$ cat src/rtl/uart_tx.sv
`default_nettype none
// ============================================================================
// Module   : uart_tx
// Brief    : Asynchronous serial transmitter. Sends start, 8 data bits LSB
//            first, optional parity and one stop bit, then pulses txDone.
// Revision : 1.0 - initial release
// ============================================================================
module uart_tx #(
    parameter int CLKS_PER_BIT = 434,
    parameter int PARITY       = 0
) (
    input  logic       clk,
    input  logic       rst_n,
    input  logic       txEn,
    input  logic [7:0] data_tx,
    output logic       tx,
    output logic       txDone,
    output logic       busy
);

    localparam int CNT_W = (CLKS_PER_BIT > 1) ? $clog2(CLKS_PER_BIT) : 1;
    localparam logic [CNT_W-1:0] CNT_MAX = CNT_W'(CLKS_PER_BIT - 1);

    localparam logic [2:0] S_IDLE   = 3'd0;
    localparam logic [2:0] S_START  = 3'd1;
    localparam logic [2:0] S_DATA   = 3'd2;
    localparam logic [2:0] S_PARITY = 3'd3;
    localparam logic [2:0] S_STOP   = 3'd4;
    localparam logic [2:0] S_DONE   = 3'd5;

    logic [2:0]       state_q, state_d;
    logic [CNT_W-1:0] cnt_q,   cnt_d;
    logic [2:0]       idx_q,   idx_d;
    logic [7:0]       shift_q, shift_d;
    logic             par_q,   par_d;
    logic             tx_q,    tx_d;
    logic             done_q,  done_d;
    logic             busy_q,  busy_d;

    logic bit_end;
    logic par_fold;
    logic par_bit;

    assign bit_end  = (cnt_q == CNT_MAX);
    // shift_q[0] holds bit 7 when the last data bit ends, so this is the full XOR
    assign par_fold = par_q ^ shift_q[0];
    assign par_bit  = (PARITY == 2) ? ~par_fold : par_fold;

    always_ff @(posedge clk or negedge rst_n) begin
        if (!rst_n) begin
            state_q <= S_IDLE;
            cnt_q   <= '0;
            idx_q   <= '0;
            shift_q <= '0;
            par_q   <= 1'b0;
            tx_q    <= 1'b1;
            done_q  <= 1'b0;
            busy_q  <= 1'b0;
        end else begin
            state_q <= state_d;
            cnt_q   <= cnt_d;
            idx_q   <= idx_d;
            shift_q <= shift_d;
            par_q   <= par_d;
            tx_q    <= tx_d;
            done_q  <= done_d;
            busy_q  <= busy_d;
        end
    end

    always_comb begin
        state_d = state_q;
        cnt_d   = cnt_q;
        idx_d   = idx_q;
        shift_d = shift_q;
        par_d   = par_q;
        case (state_q)
            S_IDLE: begin
                if (txEn) begin
                    state_d = S_START;
                    cnt_d   = '0;
                    idx_d   = '0;
                    shift_d = data_tx;
                    par_d   = 1'b0;
                end
            end
            S_START, S_PARITY, S_STOP: begin
                if (bit_end) begin
                    cnt_d = '0;
                    case (state_q)
                        S_START:  state_d = S_DATA;
                        S_PARITY: state_d = S_STOP;
                        default:  state_d = S_DONE;
                    endcase
                end else begin
                    cnt_d = cnt_q + 1'b1;
                end
            end
            S_DATA: begin
                if (bit_end) begin
                    cnt_d = '0;
                    par_d = par_fold;
                    if (idx_q != 3'd7) begin
                        idx_d   = idx_q + 3'd1;
                        shift_d = {1'b0, shift_q[7:1]};
                    end else begin
                        state_d = (PARITY != 0) ? S_PARITY : S_STOP;
                    end
                end else begin
                    cnt_d = cnt_q + 1'b1;
                end
            end
            S_DONE:  state_d = S_IDLE;
            default: state_d = S_IDLE;
        endcase
    end

    always_comb begin
        tx_d   = tx_q;
        done_d = 1'b0;
        busy_d = busy_q;
        case (state_q)
            S_IDLE: begin
                tx_d   = ~txEn;
                busy_d = txEn;
            end
            S_START: begin
                if (bit_end) tx_d = shift_q[0];
            end
            S_DATA: begin
                if (bit_end) begin
                    if (idx_q != 3'd7) tx_d = shift_q[1];
                    else               tx_d = (PARITY != 0) ? par_bit : 1'b1;
                end
            end
            S_PARITY: begin
                if (bit_end) tx_d = 1'b1;
            end
            S_STOP: begin
                if (bit_end) done_d = 1'b1;
            end
            default: begin
                tx_d   = 1'b1;
                busy_d = 1'b0;
            end
        endcase
    end

    assign tx     = tx_q;
    assign txDone = done_q;
    assign busy   = busy_q;

endmodule
`default_nettype wire

$ cat config.mk
export PLATFORM = sky130hd
export DESIGN_NAME = uart_tx
export DESIGN_NICKNAME = d
export VERILOG_FILES = /design/src/rtl/uart_tx.sv
export SDC_FILE = /design/constraint.sdc
export NUM_CORES = 1
export LEC_CHECK = 0
export ABC_AREA = 1
export BUFFER_PORTS_ARGS = -buffer_cell sky130_fd_sc_hd__buf_2
export CAP_MARGIN = 20
export CORE_UTILIZATION = 44
export DETAILED_ROUTE_END_ITERATION = 7
export GPL_TIMING_DRIVEN = 0
export SYNTH_ARGS = -nofsm -noshare
export SYNTH_HDL_FRONTEND = slang
export SYNTH_SLANG_ARGS = --single-unit
$ cat constraint.sdc
create_clock -name clk -period 2.1 [get_ports clk]
set_input_delay 0 -clock clk [delete_from_list [all_inputs] [get_ports clk]]
set_output_delay 0 -clock clk [all_outputs]
set_load 0.005 [all_outputs]
Word level (Yosys, flattened, before mapping). Cells that the tools add are included.

Logic and storage cells: 58. Bits of input ports: 11. Bits in registers: 26. Output and inout bits: 3.

Equality and inequality tests: 13. Bitwise gates (word level): 2. Add/subtract/negate cells: 2. Muxes and demuxes: 25. Reduce and logical (&&, ||, !) cells: 9.

Operator list (count): two-way mux 8 bit (3); two-way mux 3 bit (7); two-way mux 9 bit (2); case mux 9 bit (2 select lines) (1); case mux 8 bit (2 select lines) (1); != test 2 bit (second input constant) (7); case mux 3 bit (2 select lines) (2); AND reduction 4 bit (3); adder 9 x 1 -> 9 bit (second input constant) (1); equality test 9 bit (second input constant) (1); case mux 3 bit (3 select lines) (1); equality test 3 x 2 -> 1 bit (second input constant) (2); two-way mux 1 bit (6); case mux 1 bit (5 select lines) (1); nonzero test 2 bit (2); OR reduction 4 bit (1); adder 3 x 1 -> 3 bit (second input constant) (1); equality test 3 x 1 -> 1 bit (second input constant) (1); equality test 3 bit (second input constant) (1); logical NOT 3 bit (1); != test 3 bit (second input constant) (1); OR reduction 3 bit (1); inverter 1 bit (2); case mux 1 bit (2 select lines) (1); AND reduction 2 bit (1).

Logic depth before layout (Yosys ltp).
Word-level depth: 4. Mapped depth: 10. Gate-level depth less buffers: 9.

Worst setup path after synthesis. Ideal clock, no wire load.

Kind: reg2reg. Start point: reg cnt_q[1]. End point: reg idx_q[0]. Setup slack: 617 ps. Buffers on the path: 1. Cell stages (with the launch flop): 11. Data required time: 1984 ps. Setup time: 116 ps. Arrival: 1367 ps. Path through: dfrtp_1 > inv_1 > ha_1 > nand2_1 > nor2_1 > nand2_2 > a21boi_4 > nand2_2 > buf_6 > nand2_1 > nand2_1.

Cells in the longest elaborated chain, start to end: 3.

RTL lines: start, declared (line 32) `logic [CNT_W-1:0] cnt_q, cnt_d;`; start signal, assigned (line 61) `cnt_q <= cnt_d;`; equality test 9 bit (line 44) `assign bit_end = (cnt_q == CNT_MAX);`; != test 2 bit (no source line); AND reduction 4 bit (no source line); end signal, assigned (line 62) `idx_q <= idx_d;`; end, declared (line 33) `logic [2:0] idx_q, idx_d;`.

Every way passes these cells. A chain may end at the register's enable or synchronous reset.

Final worst setup path.
Start point: reg cnt_q[1]. End point: reg shift_q[1].

Cells in the longest elaborated chain, start to end: 3.

RTL lines: equality test 9 bit (line 44); != test 2 bit (no source line); AND reduction 4 bit (no source line); end signal, assigned (line 63) `shift_q <= shift_d;`; end, declared (line 34) `logic [7:0] shift_q, shift_d;`.

Every way passes these cells.

==> results.ini <==
[critical_path]
path_max_fanout = 10
worst_setup_path_start_kind = flop
endpoint_kind = flop
arrival_ns = 1.92
cp.required_ns = 2.32
path_class = flop to flop

[synthesis]
syn_area_mm2 = 0.00152
yosys_register_bits = 26
yosys.area.top_type = dfrtp_1
yosysUniqueCellTypes = 25
synth_warnings = 0
synth_commonest_cells = nand2_1 (77), dfrtp_1 (25), nand3_1 (20), inv_1 (16), nor2_1 (9)
synth_top_family_by_area = simple AND/OR/NAND/NOR gates
syn_avg_cell_area_um2 = 7.61
synth_nets = 215
synth_ff_type = dfrtp_1
yosys.cell_count.top_type = nand2_1
synthCells = 200
synth_xor_area_share_pct = 2.88
synthTopCellsByArea = dfrtp_1 (41%), nand2_1 (19%), nand3_1 (6.6%), inv_1 (3.9%), ha_1 (3.3%)
synth_top_area_share_pct = 41.1
ys_seq_area_share_pct = 42.8
synthMuxAreaShare_pct = 0
synth-async-reset-ratio_pct = 100
synth-compound-area-share_pct = 7.07
synth_edf_count = 0
synth_fa_ha_area_share_pct = 3.29
synth-simple-area-share_pct = 36.2

[timing]
fin_skew_ns = 0.00418
tightest_slew_ns = 0.585
hold_viol = 0
max_clock_freq_mhz = 589
fin_crit_ns = 1.70
slew_viol_final = 0
rsz0062_at_grt = false
fin_crit_sh_pct = 80.8
tns_ns = 0
finalSetupViolations = 0
slew-limit-headroom_pct = 61.0

[power]
intPower_mw = 1.18
p_seq_share_pct = 38.5
power_mw = 2.17
peakVddDrop_mv = 0.693
power_leakage_nw = 0.929
power_frac_clock_pct = 10.1
netSwitchingPower_mw = 0.991
p_per_area_mw_per_mm2 = 1250
power_frac_comb_pct = 51.4
switching_share_pct = 45.7

[layout]
nets = 240
syn_to_final_growth_pct = 14.2
utilization_pct = 54.7
antenna_cells = 0
stdcell_count = 268
drive_gt1_share_pct = 17.4

[clock_network]
clock_sinks = 26
clockBufferDepth = 2
insertion_delay_ns = 0.31
cts_resized = 0
cts_max_level = 1
cts_root_buffer = clkbuf_4
cts_buffers = 3
tritoncts = built
cts.clk_slew.worst_paths_ns = 0.14

[routing]
vias = 1295
post_drt_wl_per_cell_um = 11.4
drtIter0Drc = 58
drcViolationCount = 0
ant_nets = 0
viasPerCell = 4.83
totalWireLength_um = 3050
drt_pre_antenna_iters = 4

[floorplan]
dieArea_mm2 = 0.00370
start_util_pct = 47.9
rows = 20
die_w_um = 60.8
dieHeight_um = 60.8
core_region_area_mm2 = 0.00318
ioPinCount = 14

[grt]
grt_overflow = 0
antenna_found_initial = 0
grt_pass1_wl_um = 5240
grt_max_degree = 27
grtUsageTotal_pct = 19.1
first_global_vias = 1198

[worst_hold_path]
min_path_type = input port to flop

[placed_design]
portBuffers = 13
dpl.hpwl_um = 2230
dp_cells = 257
gp_congestion = 0.863

[job]
maxCapViolations = 0

[status]
outcome = finished, final reports clean

[stage by stage]
stage / worst slack (ns) / instance area, µm² / hold slack, ns
floorplan: 0.617 / 1520 / -0.296
global placement: 0.457 / 1640 / 0.0320
detailed placement: 0.419 / 1640 / 0.0450
CTS: 0.400 / 1740 / 0.0171
global route: 0.240 / 1740 / 0.0487
finish: 0.403 / 1740 / 0.0269
[kinds of logic after synthesis]
kind of cell / Yosys count
XOR/XNOR: 5
adder cells (fa/ha/maj): 4
buffers and inverters: 24
flip-flops: 26
AND/OR/NAND/NOR: 126
AO/OA/AOI/OAI: 15
[worst max-delay path, cell delays in order (launching register included)]
cell and delay (ns):
dfrtp_1 0.42, inv_1 0.08, ha_1 0.17, nand2_1 0.06, nor2_1 0.13, nand2_2 0.13, a21boi_4 0.25, nand2_2 0.09
buf_6 0.15, nand2_1 0.05, nand2_1 0.05
[flip-flops by register name, indices dropped and copies added (netlist names)]
register / count
busy: 1
idx_q: 3
txDone: 1
state_q: 3
shift_q: 8
tx: 1
cnt_q: 9
[path summary, 6_finish.rpt]
check / to / cells after the start / slack (ns) / from
hold / removal: shift_q[6] / 5 / 0.03 / data_tx[6]
hold reg to reg: shift_q[5] / 2 / 0.49 / shift_q[5]
min in group asynchronous: cnt_q[1] / 2 / 0.20 / rst_n
setup / recovery: shift_q[1] / 10 / 0.40 / cnt_q[1]
setup reg to reg: shift_q[1] / 10 / 0.40 / cnt_q[1]
max in group asynchronous: state_q[2] / 2 / 1.52 / rst_n
[placed cells by master, fill, tap and decap left out, drive strengths merged]
master	instances
buf	18
xor2	5
dlygate4sd3	7
nand4	1
a21boi	1
clkbuf	4
o21ai	8
nor3	4
nand3b	4
dfstp	1
nand2	82
nand3	21
a21oi	3
o22ai	3
dfrtp	25
ha	4
nor2	14
inv	19
[cell type report]
| class | instances | area, µm² |
|---|---|---|
| timing repair buffer | 20 | 135 |
| multi-input combinational | 150 | 753 |
| buffer | 5 | 46.3 |
| inverter | 19 | 71.3 |
| sequential | 26 | 652 |
| fill | 314 | 1440 |
| tap | 44 | 55.1 |
| clock buffer | 4 | 26.3 |
[power by group through the flow]
stage	registers, mW	clock network, mW	logic (mW)
2_1_floorplan	0.812	0	0.870
3_3_place_gp	0.836	0	1.08
3_5_place_dp	0.847	0	1.11
4_1_cts	0.835	0.235	1.12
5_1_grt	0.863	0.255	1.28
6_report	0.835	0.219	1.12
[what timing repair did]
action,4_1_cts,5_1_grt
hold endpoints to repair,31,0
setup endpoints to repair,0,0
hold buffers,7,0
buffers inserted,0,0
[routing by layer]
metal  track usage, %  share of wire, %  vias to the layer above
met2             31.7                45                       12
met3             1.92               1.7                        2
met1             26.3                52                      601
met5                0                 0                        -
li1                 -                 -                      680
met4             5.84              0.69                        0
Note: power is estimated with default switching activity, not from simulation.
